==> config.mk <==
export PLATFORM = sky130hd
export DESIGN_NAME = kronos_lsu_wb
export DESIGN_NICKNAME = d
export VERILOG_FILES = /design/src/rtl/kronos_lsu_wb_pkg.sv /design/src/rtl/kronos_lsu_wb_load_align.sv /design/src/rtl/kronos_lsu_wb.sv
export SDC_FILE = /design/constraint.sdc
export NUM_CORES = 1
export LEC_CHECK = 0
export CAP_MARGIN = 20
export CELL_PAD_IN_SITES_DETAIL_PLACEMENT = 1
export CELL_PAD_IN_SITES_GLOBAL_PLACEMENT = 2
export CORE_ASPECT_RATIO = 0.8
export CORE_MARGIN = 2
export CORE_UTILIZATION = 29
export DETAILED_ROUTE_END_ITERATION = 12
export GPL_ROUTABILITY_DRIVEN = 0
export PLACE_DENSITY = 0.82
export SLEW_MARGIN = 20
export SYNTH_ARGS = -nofsm -noshare
export SYNTH_HDL_FRONTEND = slang
export SYNTH_HIERARCHICAL = 1
export SYNTH_SLANG_ARGS = --single-unit
export TNS_END_PERCENT = 50
==> constraint.sdc <==
create_clock -name clk -period 4.4 [get_ports clk]
set_input_delay 0.88 -clock clk [delete_from_list [all_inputs] [get_ports clk]]
set_output_delay 0.88 -clock clk [all_outputs]
set_load 0.02 [all_outputs]
==> src/rtl/kronos_lsu_wb_pkg.sv <==
// +----------------------------------------------------------------------------+
// | kronos_types : shared load/store size encodings and write-back FSM states  |
// | Revision     : 1.0                                                         |
// +----------------------------------------------------------------------------+
`default_nettype none

package kronos_types;

    localparam logic [2:0] BYTE  = 3'b000;
    localparam logic [2:0] HALF  = 3'b001;
    localparam logic [2:0] WORD  = 3'b010;
    localparam logic [2:0] BYTEU = 3'b100;
    localparam logic [2:0] HALFU = 3'b101;

    typedef enum logic [0:0] {
        IDLE = 1'b0,
        MEM  = 1'b1
    } lsu_state_e;

endpackage

`default_nettype wire

==> src/rtl/kronos_lsu_wb_load_align.sv <==
// +----------------------------------------------------------------------------+
// | kronos_load_align : lane-select and sign/zero-extend raw bus read data     |
// | Revision          : 1.0                                                    |
// +----------------------------------------------------------------------------+
`default_nettype none

module kronos_load_align
    import kronos_types::*;
(
    input  logic [31:0] rd_data,
    input  logic [1:0]  off,
    input  logic [2:0]  funct3,
    output logic [31:0] data
);

    logic [31:0] w_shifted;

    // Shift the addressed byte lane down to bit 0 before extension
    assign w_shifted = rd_data >> {off, 3'b000};

    always_comb begin
        data = rd_data;
        case (funct3)
            BYTE:    data = {{24{w_shifted[7]}}, w_shifted[7:0]};
            BYTEU:   data = {24'h0, w_shifted[7:0]};
            HALF:    data = {{16{w_shifted[15]}}, w_shifted[15:0]};
            HALFU:   data = {16'h0, w_shifted[15:0]};
            default: data = rd_data;
        endcase
    end

endmodule

`default_nettype wire

==> src/rtl/kronos_lsu_wb.sv <==
// +----------------------------------------------------------------------------+
// | kronos_lsu_wb : write-back stage, performs data-bus loads/stores and       |
// |                 drives the register file write port                        |
// | Revision      : 1.0                                                        |
// +----------------------------------------------------------------------------+
`default_nettype none

module kronos_lsu_wb
    import kronos_types::*;
#(
    parameter bit CATCH_MISALIGNED = 1'b1
) (
    input  logic        clk,
    input  logic        rstz,

    input  logic        exec_vld,
    output logic        exec_rdy,
    input  logic [31:0] exec_result,
    input  logic [4:0]  exec_rd,
    input  logic        exec_rd_write,
    input  logic        exec_load,
    input  logic        exec_store,
    input  logic [2:0]  exec_funct3,
    input  logic [31:0] exec_store_data,

    output logic [31:0] data_addr,
    output logic        data_req,
    output logic        data_wr_en,
    output logic [31:0] data_wr_data,
    output logic [3:0]  data_mask,
    input  logic [31:0] data_rd_data,
    input  logic        data_ack,

    output logic [31:0] regwr_data,
    output logic [4:0]  regwr_sel,
    output logic        regwr_en,
    output logic        ls_misaligned
);

    lsu_state_e  state_q, state_d;
    logic [31:0] data_addr_q, data_addr_d;
    logic        data_req_q, data_req_d;
    logic        data_wr_en_q, data_wr_en_d;
    logic [31:0] data_wr_data_q, data_wr_data_d;
    logic [3:0]  data_mask_q, data_mask_d;
    logic [31:0] regwr_data_q, regwr_data_d;
    logic [4:0]  regwr_sel_q, regwr_sel_d;
    logic        regwr_en_q, regwr_en_d;
    logic        misaligned_q, misaligned_d;
    logic [1:0]  off_q, off_d;
    logic [2:0]  funct3_q, funct3_d;
    logic [4:0]  rd_q, rd_d;
    logic        load_q, load_d;

    logic [1:0]  w_off;
    logic        w_is_byte;
    logic        w_is_half;
    logic        w_misaligned;
    logic [1:0]  w_lane_off;
    logic [3:0]  w_mask;
    logic [31:0] w_wr_data;
    logic [31:0] w_aligned;

    assign w_off     = exec_result[1:0];
    assign w_is_byte = (exec_funct3[1:0] == 2'b00);
    assign w_is_half = (exec_funct3[1:0] == 2'b01);

    assign w_misaligned = CATCH_MISALIGNED &&
                          ((w_is_half && (w_off == 2'b11)) ||
                           (!w_is_byte && !w_is_half && (w_off != 2'b00)));

    // Without trapping, offset bits finer than the access size are dropped
    always_comb begin
        w_lane_off = w_off;
        if (!CATCH_MISALIGNED) begin
            if (w_is_half)       w_lane_off = {w_off[1], 1'b0};
            else if (!w_is_byte) w_lane_off = 2'b00;
        end
    end

    always_comb begin
        if (w_is_byte) begin
            w_mask    = 4'b0001 << w_lane_off;
            w_wr_data = {4{exec_store_data[7:0]}};
        end else if (w_is_half) begin
            w_mask    = 4'b0011 << w_lane_off;
            w_wr_data = {2{exec_store_data[15:0]}};
        end else begin
            w_mask    = 4'b1111;
            w_wr_data = exec_store_data;
        end
    end

    kronos_load_align u_load_align (
        .rd_data (data_rd_data),
        .off     (off_q),
        .funct3  (funct3_q),
        .data    (w_aligned)
    );

    assign exec_rdy = (state_q == IDLE);

    always_comb begin
        state_d        = state_q;
        data_addr_d    = data_addr_q;
        data_req_d     = data_req_q;
        data_wr_en_d   = data_wr_en_q;
        data_wr_data_d = data_wr_data_q;
        data_mask_d    = data_mask_q;
        regwr_data_d   = regwr_data_q;
        regwr_sel_d    = regwr_sel_q;
        regwr_en_d     = 1'b0;
        misaligned_d   = 1'b0;
        off_d          = off_q;
        funct3_d       = funct3_q;
        rd_d           = rd_q;
        load_d         = load_q;

        case (state_q)
            IDLE: begin
                if (exec_vld) begin
                    if (exec_load || exec_store) begin
                        if (w_misaligned) begin
                            misaligned_d = 1'b1;
                        end else begin
                            state_d        = MEM;
                            data_req_d     = 1'b1;
                            data_wr_en_d   = exec_store;
                            data_addr_d    = {exec_result[31:2], 2'b00};
                            data_mask_d    = w_mask;
                            data_wr_data_d = w_wr_data;
                            off_d          = w_lane_off;
                            funct3_d       = exec_funct3;
                            rd_d           = exec_rd;
                            load_d         = exec_load;
                        end
                    end else begin
                        regwr_data_d = exec_result;
                        regwr_sel_d  = exec_rd;
                        regwr_en_d   = exec_rd_write && (exec_rd != 5'd0);
                    end
                end
            end
            MEM: begin
                if (data_ack) begin
                    state_d      = IDLE;
                    data_req_d   = 1'b0;
                    data_wr_en_d = 1'b0;
                    if (load_q && (rd_q != 5'd0)) begin
                        regwr_en_d   = 1'b1;
                        regwr_data_d = w_aligned;
                        regwr_sel_d  = rd_q;
                    end
                end
            end
            default: state_d = IDLE;
        endcase
    end

    always_ff @(posedge clk or negedge rstz) begin
        if (!rstz) begin
            state_q        <= IDLE;
            data_addr_q    <= 32'h0;
            data_req_q     <= 1'b0;
            data_wr_en_q   <= 1'b0;
            data_wr_data_q <= 32'h0;
            data_mask_q    <= 4'h0;
            regwr_data_q   <= 32'h0;
            regwr_sel_q    <= 5'd0;
            regwr_en_q     <= 1'b0;
            misaligned_q   <= 1'b0;
            off_q          <= 2'b00;
            funct3_q       <= 3'b000;
            rd_q           <= 5'd0;
            load_q         <= 1'b0;
        end else begin
            state_q        <= state_d;
            data_addr_q    <= data_addr_d;
            data_req_q     <= data_req_d;
            data_wr_en_q   <= data_wr_en_d;
            data_wr_data_q <= data_wr_data_d;
            data_mask_q    <= data_mask_d;
            regwr_data_q   <= regwr_data_d;
            regwr_sel_q    <= regwr_sel_d;
            regwr_en_q     <= regwr_en_d;
            misaligned_q   <= misaligned_d;
            off_q          <= off_d;
            funct3_q       <= funct3_d;
            rd_q           <= rd_d;
            load_q         <= load_d;
        end
    end

    assign data_addr     = data_addr_q;
    assign data_req      = data_req_q;
    assign data_wr_en    = data_wr_en_q;
    assign data_wr_data  = data_wr_data_q;
    assign data_mask     = data_mask_q;
    assign regwr_data    = regwr_data_q;
    assign regwr_sel     = regwr_sel_q;
    assign regwr_en      = regwr_en_q;
    assign ls_misaligned = misaligned_q;

endmodule

`default_nettype wire

==> results.py, run 1 <==
metrics = {
    "finish": {
        "syn_to_final_growth_pct": 47.5,
        "n_antenna_cell": 0,
        "fillers": 2306,
        "postLayoutCoreUtil": 0.439,
        "regArea_mm2": 0.00298,
        "nNetsFinal": 922,
        "layout-drive-gt1-share": 0.128,
        "multi_input_area_mm2": 0.00291,
    },
    "critical_path": {
        "critical-path-top-delay-family": "buffers and inverters",
        "worst_ep_required_time_ns": 4.68,
        "cpPeakStageDelay_ns": 0.59,
        "cp-start-kind": "input pin",
        "end_kind": "register",
        "r2r-start": "off_q[1]",
        "crit_chain": "clkdlybuf4s50_1 -> inv_1 -> ha_1 -> nand2b_1 -> nand4_4 -> buf_12 -> buf_4 -> nand2_1 -> o21ai_0",
        "path_class": "in -> reg",
        "slowest_stage": "nand4_4",
        "crit_buf_inv": 4,
        "critPathMaxFanout": 59,
        "cp-startpoint": "exec_result[1]",
        "critPathArrivalTime_ns": 3.40,
    },
    "power_and_ir_drop": {
        "cellLeakagePower_nw": 3.76,
        "p_int_mw": 3.39,
        "comb_power_share": 0.420,
        "p_seq_frac": 0.328,
        "clkPwrFrac": 0.252,
        "p_sw_mw": 1.99,
        "p_per_area_mw_per_mm2": 587,
        "ir_drop_uv": 278,
        "switching_share": 0.369,
    },
    "logic_synthesis": {
        "synth_compound_area_frac": 0.147,
        "synth_top_area_cell": "dfrtp_1",
        "ys_top_cells_by_area": "dfrtp_1 48%, mux2_2 9.1%, nand3_1 6.0%",
        "yosys.area_share.simple": 0.165,
        "synth_top_family_by_area": "simple AND/OR/NAND/NOR gates",
        "synthCells": 612,
        "synth.distinct_cells": 50,
        "ys_top_cells_by_count": "119 x dfrtp_1, 75 x nand3_1, 66 x nand2_1",
        "ys_seq_area_frac": 0.479,
        "synth_warnings": 6,
        "yosysTopAreaCellShare": 0.479,
        "synth_flop_cell": "dfrtp_1",
        "synth_xor_area_frac": 0,
        "synth_most_common_cell": "dfrtp_1",
        "synth_edf_count": 0,
        "ys_seq_elements": 119,
        "synth_area_mm2": 0.00622,
        "synth_adder_area_share": 0.00805,
        "muxShareOfSynthArea": 0.143,
        "async_flop_share": 1.00,
        "syn_avg_cell_area_um2": 10.2,
    },
    "clock_tree": {
        "cts_sinks": 119,
        "cts_hold_buf": 0,
        "cts_resized": 0,
        "post_cts_buffers": 0,
        "cts_tree": "yes",
        "cts_root_buf": "clkbuf_16",
        "clkLatencyLatePin_ns": 0.41,
        "numCtsBuffers": 17,
        "clock_path_buffers": 2,
        "clk_pin_slew_worst_paths_ns": 0.06,
        "cts_max_level": 4,
    },
    "place": {
        "place_ws_ns": 0.853,
        "port_buffers": 218,
        "hpwl_um": 16100,
    },
    "grt": {
        "grt_pass1_wl_um": 35300,
        "grt_max_degree": 78,
        "grt_antenna_before_repair": 0,
        "grt_pass1_vias": 6172,
        "grt_use_total": 0.199,
        "grt_overflow_total": 0,
    },
    "timing": {
        "fmax_ghz": 0.321,
        "fin_tns_setup_ns": 0,
        "rsz0062_at_grt": "false",
        "layout_setup_ws_ns": 1.29,
        "clock_skew_ns": 0.00695,
        "period_needed_ns": 3.11,
        "tightest_slew_ns": 0.995,
        "report.final.slew_viol_count": 0,
        "hold_viol_final": 0,
        "period_share": 0.708,
        "slew-limit-headroom": 0.337,
        "finalSetupViolations": 0,
    },
    "route": {
        "vias_per_cell": 5.15,
        "drtAntennaViolNets": 0,
        "drcViolationCount": 0,
        "routed_wl_um": 22300,
        "wl_per_cell_um": 20.5,
        "drt_iter0_markers": 348,
        "vias": 5611,
        "drt-pass1-iter-count": 4,
    },
    "flow_run": {
        "cap_viol_max_count": 0,
    },
    "hold_path": {
        "min_from": "data_wr_data[13]",
        "hold_path_class": "reg -> reg",
    },
    "floorplan": {
        "dieArea_mm2": 0.0226,
        "design.core.area_mm2": 0.0209,
        "die_width_um": 168,
        "start_util": 0.298,
        "die_y_um": 135,
        "std_cell_rows": 47,
        "ios": 221,
    },
    "run_status": {
        "status": "finished, final reports clean",
    },
}
-- layout by cell type (no fill, tap or decap), types with 2 or more instances in the layout --
cell type / instances
a211oi_1: 2
a21oi_1: 11
a221oi_1: 4
a22o_1: 3
a22oi_1: 42
a2bb2oi_1: 2
buf_12: 2
buf_16: 2
buf_4: 10
bufinv_16: 2
clkbuf_1: 4
clkbuf_16: 17
clkbuf_8: 2
clkdlybuf4s50_1: 217
clkinv_2: 5
clkinvlp_4: 2
conb_1: 2
dfrtp_1: 118
ha_1: 4
inv_1: 9
mux2_2: 50
mux2i_1: 29
nand2_1: 66
nand3_1: 75
nand3b_1: 2
nand4_1: 38
nor2_1: 11
nor2b_1: 4
o21ai_0: 46
o21ai_1: 6
o31ai_1: 7
-- area by class of cell --
class                   count  area share
flip-flops and latches    119       0.325
inverters                   9     0.00368
repair buffers            231       0.255
clock inverters             9      0.0109
multi-input cells         429       0.318
well taps                 269      0.0367
clock buffers              23      0.0510
-- worst min-delay path: cells and delay by family (launching register included) --
| family | cells | cell delay (ns) |
|---|---|---|
| simple gates | 1 | 0.05 |
| flops | 1 | 0.34 |
| compound gates | 1 | 0.06 |
-- registers in the layout, indices dropped and copies added (netlist names) --
| signal | flops |
|---|---|
| rd_q | 5 |
| data_mask | 4 |
| ls_misaligned | 1 |
| regwr_sel | 5 |
| load_q | 1 |
| data_wr_data | 32 |
| regwr_en | 1 |
| data_req | 1 |
| state_q | 1 |
| regwr_data | 32 |
| funct3_q | 3 |
| data_wr_en | 1 |
| data_addr | 30 |
| off_q | 2 |
-- per-stage QoR --
stage	hold WS [ns]	power, mW	cell area (um^2)	instances
after floorplan	0.478	2.94	6220	613
final	0.481	5.38	9170	1089
after CTS	0.487	5.41	9120	1087
after detailed placement	0.475	4.03	8550	1055
after global placement	0.462	3.96	8550	1055
after global routing	0.513	5.67	9170	1089
-- kinds of logic after synthesis --
logic type | after synthesis
other cells | 1
simple gates | 205
compound gates | 137
buf+inv | 65
flops | 119
mux | 81
fa+ha+maj | 4
-- layer usage --
| metal | GRT usage | share of wire | vias to the layer above |
|---|---|---|---|
| met3 | 0.0346 | 0.038 | 25 |
| met1 | 0.262 | 0.45 | 2799 |
| met5 | 0 | 0 | - |
| met4 | 0.0589 | 0.018 | 0 |
| li1 | - | - | 2652 |
| met2 | 0.337 | 0.49 | 135 |
-- worst paths after layout --
kind | to | slack, ns | cells past startpoint
max in group asynchronous | regwr_data[17] | 3.02 | 2
hold / removal | data_wr_data[13] | 0.48 | 2
min in group asynchronous | data_wr_data[6] | 0.51 | 1
hold reg to reg | data_wr_data[13] | 0.48 | 2
setup reg to reg | regwr_data[31] | 1.63 | 5
setup / recovery | data_wr_data[19] | 1.29 | 9
-- power by group through the flow --
| stage | logic (mW) | registers [mW] | clock network [mW] |
|---|---|---|---|
| 5_1_grt | 2.41 | 1.82 | 1.44 |
| 3_3_place_gp | 2.20 | 1.75 | 0 |
| 6_report | 2.26 | 1.77 | 1.36 |
| 4_1_cts | 2.25 | 1.77 | 1.39 |
| 3_5_place_dp | 2.24 | 1.78 | 0 |
| 2_1_floorplan | 0.807 | 2.13 | 0 |
No activity file was read; power rests on OpenSTA's default activity.
==> run 2, diff against run 1 <==
--- a/config.mk
+++ b/config.mk
@@ -10,10 +10,10 @@
 export CELL_PAD_IN_SITES_GLOBAL_PLACEMENT = 2
 export CORE_ASPECT_RATIO = 0.8
 export CORE_MARGIN = 2
-export CORE_UTILIZATION = 29
+export CORE_UTILIZATION = 24
 export DETAILED_ROUTE_END_ITERATION = 12
 export GPL_ROUTABILITY_DRIVEN = 0
-export PLACE_DENSITY = 0.82
+export PLACE_DENSITY = 0.73
 export SLEW_MARGIN = 20
 export SYNTH_ARGS = -nofsm -noshare
 export SYNTH_HDL_FRONTEND = slang
==> constraint.sdc (replaced) <==
create_clock -name clk -period 2.85 [get_ports clk]
set_input_delay 0.57 -clock clk [delete_from_list [all_inputs] [get_ports clk]]
set_output_delay 0.57 -clock clk [all_outputs]
set_load 0.02 [all_outputs]
==> run 2 against run 1 <==
Compared with the run above: sequential power increased by 53%; critical path type is now reg -> out; worst setup slack worse by 0.79 ns; wire length increased by 4.5%; non-clock buffer count grew 14; combinational power grew 56%; die area increased by 20%; largest cell class unchanged; largest power group unchanged; global-route usage is 2.5 points lower; critical endpoint is now exec_rdy.
==> results.py, run 2 (synthesis gave the netlist of run 1 again) <==
metrics = {
    "route": {
        "vias_per_cell": 4.92,
        "vias": 5710,
        "drtAntennaViolNets": 0,
        "drcViolationCount": 0,
        "drt_iter0_markers": 200,
        "drt-pass1-iter-count": 4,
        "routed_wl_um": 23300,
        "wl_per_cell_um": 20.1,
    },
    "timing": {
        "slew-limit-headroom": 0.527,
        "rsz0062_at_grt": "false",
        "report.final.slew_viol_count": 0,
        "tightest_slew_ns": 0.708,
        "hold_viol_final": 0,
        "clock_skew_ns": 0.0102,
        "layout_setup_ws_ns": 0.494,
        "hold_slack_ns": 0.0152,
        "period_needed_ns": 2.36,
        "finalSetupViolations": 0,
        "period_share": 0.827,
        "fmax_ghz": 0.424,
        "fin_tns_setup_ns": 0,
    },
    "floorplan": {
        "start_util": 0.245,
        "dieArea_mm2": 0.0272,
        "std_cell_rows": 52,
        "die_y_um": 148,
        "ios": 221,
        "die_width_um": 184,
        "design.core.area_mm2": 0.0254,
    },
    "critical_path": {
        "path_class": "reg -> out",
        "critPathMaxFanout": 20,
        "critPathArrivalTime_ns": 1.79,
        "r2r_cells": 7,
        "slowest_stage": "clkdlybuf4s50_1",
        "crit_chain": "inv_1 -> clkdlybuf4s50_1",
        "end_kind": "primary output",
        "cpPeakStageDelay_ns": 0.65,
        "worst_ep_required_time_ns": 2.28,
        "cp-start-kind": "register",
    },
    "clock_tree": {
        "cts_resized": 0,
        "cts_tree": "yes",
        "post_cts_buffers": 0,
        "cts_max_level": 4,
        "cts_sinks": 119,
        "clock_path_buffers": 2,
        "clkLatencyLatePin_ns": 0.42,
        "numCtsBuffers": 17,
        "cts_hold_buf": 0,
        "clk_pin_slew_worst_paths_ns": 0.06,
        "cts_root_buf": "clkbuf_16",
    },
    "power_and_ir_drop": {
        "p_sw_mw": 3.16,
        "p_seq_frac": 0.311,
        "comb_power_share": 0.407,
        "cellLeakagePower_nw": 3.87,
        "ir_drop_uv": 482,
        "p_int_mw": 5.50,
        "switching_share": 0.365,
        "clkPwrFrac": 0.281,
        "p_per_area_mw_per_mm2": 918,
        "power_mw": 8.66,
    },
    "finish": {
        "final_common_cell": "clkdlybuf4s50_1",
        "syn_to_final_growth_pct": 51.6,
        "fillers": 2822,
        "nNetsFinal": 936,
        "layout-drive-gt1-share": 0.146,
        "layout.cells.most_common_list": "217 x clkdlybuf4s50_1, 118 x dfrtp_1, 75 x nand3_1",
    },
    "place": {
        "port_buffers": 218,
        "place_ws_ns": 0.225,
        "hpwl_um": 17000,
    },
    "grt": {
        "grt_pass1_wl_um": 36100,
        "grt_max_degree": 43,
        "grt_overflow_total": 0,
        "grt_antenna_before_repair": 0,
        "grt_use_total": 0.174,
        "grt_pass1_vias": 5861,
    },
    "flow_run": {
        "cap_viol_max_count": 0,
    },
    "hold_path": {
        "hold_path_class": "in -> async",
    },
    "run_status": {
        "status": "finished, final reports clean",
    },
}
## run 2: changes by cell type in the layout (fill, tap and decap cells not counted), moves of 2 or more
cell / before / now
clkbuf_1: 4 / 1
clkbuf_8: 2 / 0
diode_2: 0 / 2
inv_6: 0 / 2
clkinv_4: 0 / 5
buf_4: 10 / 23
clkinv_2: 5 / 1
bufinv_16: 2 / 5
## run 2: per-layer routing
metal / up-vias / track usage / routed length, um
li1: 2690 / - / -
met1: 2872 / 0.254 / 11700
met2: 137 / 0.260 / 10200
met3: 11 / 0.0389 / 1200
met4: 0 / 0.0408 / 195
met5: - / 0 / 0
## run 2: worst max-delay path, delay by kind of cell, from the launching register on
family	cells	cell delay (ns)
buf+inv	2	0.79
flops	1	0.58
## run 2: worst paths after layout
kind,slack [ns],endpoint,from
min reg2reg,0.48,data_wr_data[8],data_wr_data[8]
max reg2reg,0.62,regwr_data[13],off_q[0]
min,0.02,data_wr_data[21],rstz
min in group clk,0.48,data_wr_data[8],data_wr_data[8]
max,0.49,exec_rdy,state_q
max in group asynchronous,2.14,data_addr[4],rstz
## run 2: stage by stage
stage	std cells	utilization	cell area (um^2)
floorplan	613	-	6220
global placement	1125	0.345	8750
detailed placement	1126	0.346	8780
CTS	1158	0.372	9430
global route	1158	0.372	9430
finish	1160	0.372	9430
## run 2: power groups by stage
| stage | combinational, mW | sequential (mW) | clock [mW] |
|---|---|---|---|
| after floorplan | 1.25 | 3.29 | 0 |
| after global placement | 3.51 | 2.70 | 0 |
| after detailed placement | 3.56 | 2.72 | 0 |
| after CTS | 3.57 | 2.70 | 2.50 |
| after global routing | 3.78 | 2.79 | 2.58 |
| final | 3.53 | 2.70 | 2.44 |
## run 2: final cells by class
cell class,instances,area [um^2],area share
flip-flops and latches,119,2980,0.316
multi-input cells,429,2910,0.309
repair buffers,245,2440,0.259
clock buffers,18,429,0.0455
well taps,324,405,0.0430
clock inverters,14,224,0.0237
inverters,9,33.8,0.00358
diodes,2,5.00,0.000531
==> run 3, diff against run 2 <==
==> constraint.sdc (replaced) <==
create_clock -name clk -period 1.9 [get_ports clk]
set_input_delay 0.38 -clock clk [delete_from_list [all_inputs] [get_ports clk]]
set_output_delay 0.38 -clock clk [all_outputs]
set_load 0.02 [all_outputs]
==> run 3 against run 2 <==
Compared with the run above: hold slack improved by 0.37 ns; via count increased by 1.5%; flip-flop and latch count unchanged; critical path depth decreased by 1; count of clock-buffer cells in the layout increased by 5; cell count increased by 2.8%; non-clock buffer count increased by 32; clock skew increased by 0.00095 ns; wire length increased by 1.6%; sequential share of layout area decreased by 0.97 points; global-route usage increased by 0.38 points.
==> results.py, run 3 (synthesis gave the netlist of run 1 again) <==
metrics = {
    "grt": {
        "grt_pass1_vias": 6003,
        "grt_max_degree": 62,
        "grt_pass1_wl_um": 36600,
        "grt_antenna_before_repair": 2,
        "grt_use_total": 0.177,
        "grt_overflow_total": 0,
    },
    "finish": {
        "regArea_mm2": 0.00298,
        "final_cell_count_no_fill": 1193,
        "syn_to_final_growth_pct": 56.5,
        "nNetsFinal": 968,
        "final_common_cell": "clkdlybuf4s50_1",
        "multi_input_area_mm2": 0.00292,
        "layout.cells.most_common_list": "211 x clkdlybuf4s50_1, 117 x dfrtp_1, 75 x nand3_1",
        "fillers": 2801,
        "layout-drive-gt1-share": 0.176,
    },
    "power_and_ir_drop": {
        "comb_power_share": 0.420,
        "switching_share": 0.359,
        "ir_drop_uv": 599,
        "p_sw_mw": 4.71,
        "power_mw": 13.1,
        "clkPwrFrac": 0.274,
        "p_per_area_mw_per_mm2": 1350,
        "p_int_mw": 8.41,
        "cellLeakagePower_nw": 4.09,
        "p_seq_frac": 0.306,
    },
    "timing": {
        "slew-limit-headroom": 0.574,
        "clock_skew_ns": 0.0112,
        "tightest_slew_ns": 0.639,
        "period_share": 0.963,
        "report.final.slew_viol_count": 0,
        "hold_viol_final": 0,
        "rsz0062_at_grt": "false",
        "finalSetupViolations": 0,
        "fmax_ghz": 0.547,
        "period_needed_ns": 1.83,
        "fin_tns_setup_ns": 0,
    },
    "critical_path": {
        "critical-path-top-delay-family": "buffers and inverters",
        "critPathArrivalTime_ns": 1.45,
        "r2r-start": "off_q[0]",
        "crit_buf_inv": 1,
        "path_class": "reg -> out",
        "reg2reg_slack_ns": 0.09,
        "r2r_cells": 7,
        "worst_ep_required_time_ns": 1.52,
        "cp-start-kind": "register",
        "critPathMaxFanout": 3,
        "timing.rr.end": "regwr_data[9]",
        "cpPeakStageDelay_ns": 0.66,
        "slowest_stage": "clkdlybuf4s50_1",
        "end_kind": "primary output",
        "crit_chain": "clkdlybuf4s50_1",
    },
    "route": {
        "drcViolationCount": 0,
        "wl_per_cell_um": 19.8,
        "drt_iter0_markers": 327,
        "vias": 5794,
        "drtAntennaViolNets": 0,
        "vias_per_cell": 4.86,
        "routed_wl_um": 23700,
        "drt-pass1-iter-count": 4,
    },
    "clock_tree": {
        "cts_sinks": 119,
        "cts_tree": "yes",
        "clkLatencyLatePin_ns": 0.43,
        "numCtsBuffers": 17,
        "clock_path_buffers": 2,
        "cts_root_buf": "clkbuf_16",
        "cts_max_level": 4,
        "clk_pin_slew_worst_paths_ns": 0.06,
    },
    "floorplan": {
        "start_util": 0.245,
        "dieArea_mm2": 0.0272,
        "ios": 221,
        "design.core.area_mm2": 0.0254,
        "die_y_um": 148,
        "std_cell_rows": 52,
        "die_width_um": 184,
    },
    "flow_run": {
        "cap_viol_max_count": 0,
    },
    "hold_path": {
        "hold_path_class": "in -> async",
    },
    "place": {
        "port_buffers": 218,
        "numPlacedInstances": 1156,
        "hpwl_um": 17200,
    },
    "run_status": {
        "status": "finished, final reports clean",
    },
}
==> run 3: cell count changes in the layout (fill, tap and decap cells not counted), moves of 2 or more <==
cell / previous run / this run
buf_12: 3 / 7
buf_4: 23 / 47
buf_6: 1 / 4
clkbuf_1: 1 / 5
clkdlybuf4s50_1: 217 / 211
clkinv_2: 1 / 3
clkinv_4: 5 / 1
dlymetal6s2s_1: 0 / 5
inv_6: 2 / 0
nor2b_1: 4 / 2
nor2b_2: 0 / 2
==> run 3: area by class of cell <==
type                            count  area share
Multi-Input combinational cell    429       0.300
Tap cell                          324      0.0416
Inverter                            9     0.00347
Sequential cell                   119       0.306
Antenna cell                        3    0.000771
Clock buffer                       23      0.0470
Clock inverter                      9      0.0179
Timing Repair Buffer              277       0.283
==> run 3: repair_timing <==
action	in CTS	in global routing
resized for setup	2	12
buffers inserted	0	0
setup endpoints to repair	9	48
endpoints found under the hold margin	20	0
hold buffers	1	0
pin swaps	0	2
==> run 3: how the worst max path moves through the flow <==
| stage | start | endpoint | slack (ns) | depth (start not counted) |
|---|---|---|---|---|
| finish | regwr_data[28] | regwr_data[28] | 0.07 | 1 |
| global route | regwr_data[25] | regwr_data[25] | 0.001 | 1 |
| CTS | state_q | regwr_data[22] | -0.05 | 4 |
| detailed placement | exec_store | regwr_data[22] | -0.48 | 5 |
| global placement | data_rd_data[15] | regwr_data[13] | -0.39 | 7 |
| floorplan | off_q[0] | regwr_data[29] | 0.19 | 7 |
==> run 3: power by group through the flow <==
stage | Combinational (mW) | Clock, mW | Sequential (mW)
2_1_floorplan | 1.87 | 0 | 4.93
5_1_grt | 5.90 | 3.79 | 4.16
6_report | 5.51 | 3.59 | 4.02
3_5_place_dp | 5.53 | 0 | 4.05
3_3_place_gp | 5.44 | 0 | 4.02
4_1_cts | 5.55 | 3.67 | 4.03
==> run 3: worst register-to-register path, stage by stage (launching register included) <==
cell     delay [ns]
dfrtp_1        0.39
mux4_2         0.57
buf_4          0.17
a21oi_2        0.14
buf_6          0.15
o31ai_1        0.08
nand4_1        0.10
nand3_1        0.09
==> run 3: stage by stage <==
step | utilization | hold slack [ns] | cell area (um^2) | setup slack (ns)
floorplan | - | 0.0844 | 6220 | 0.186
global placement | 0.356 | 0.269 | 9030 | -0.394
detailed placement | 0.356 | 0.267 | 9030 | -0.479
CTS | 0.381 | 0.388 | 9670 | -0.0506
global route | 0.384 | 0.408 | 9730 | 0.00137
finish | 0.384 | 0.388 | 9740 | 0.0704
==> run 3: routing by layer <==
metal,wire length [um],track usage,up-vias
met5,0,0,-
met4,283,0.0516,0
met3,1380,0.0448,17
met2,10400,0.260,162
met1,11600,0.256,2861
li1,-,-,2754
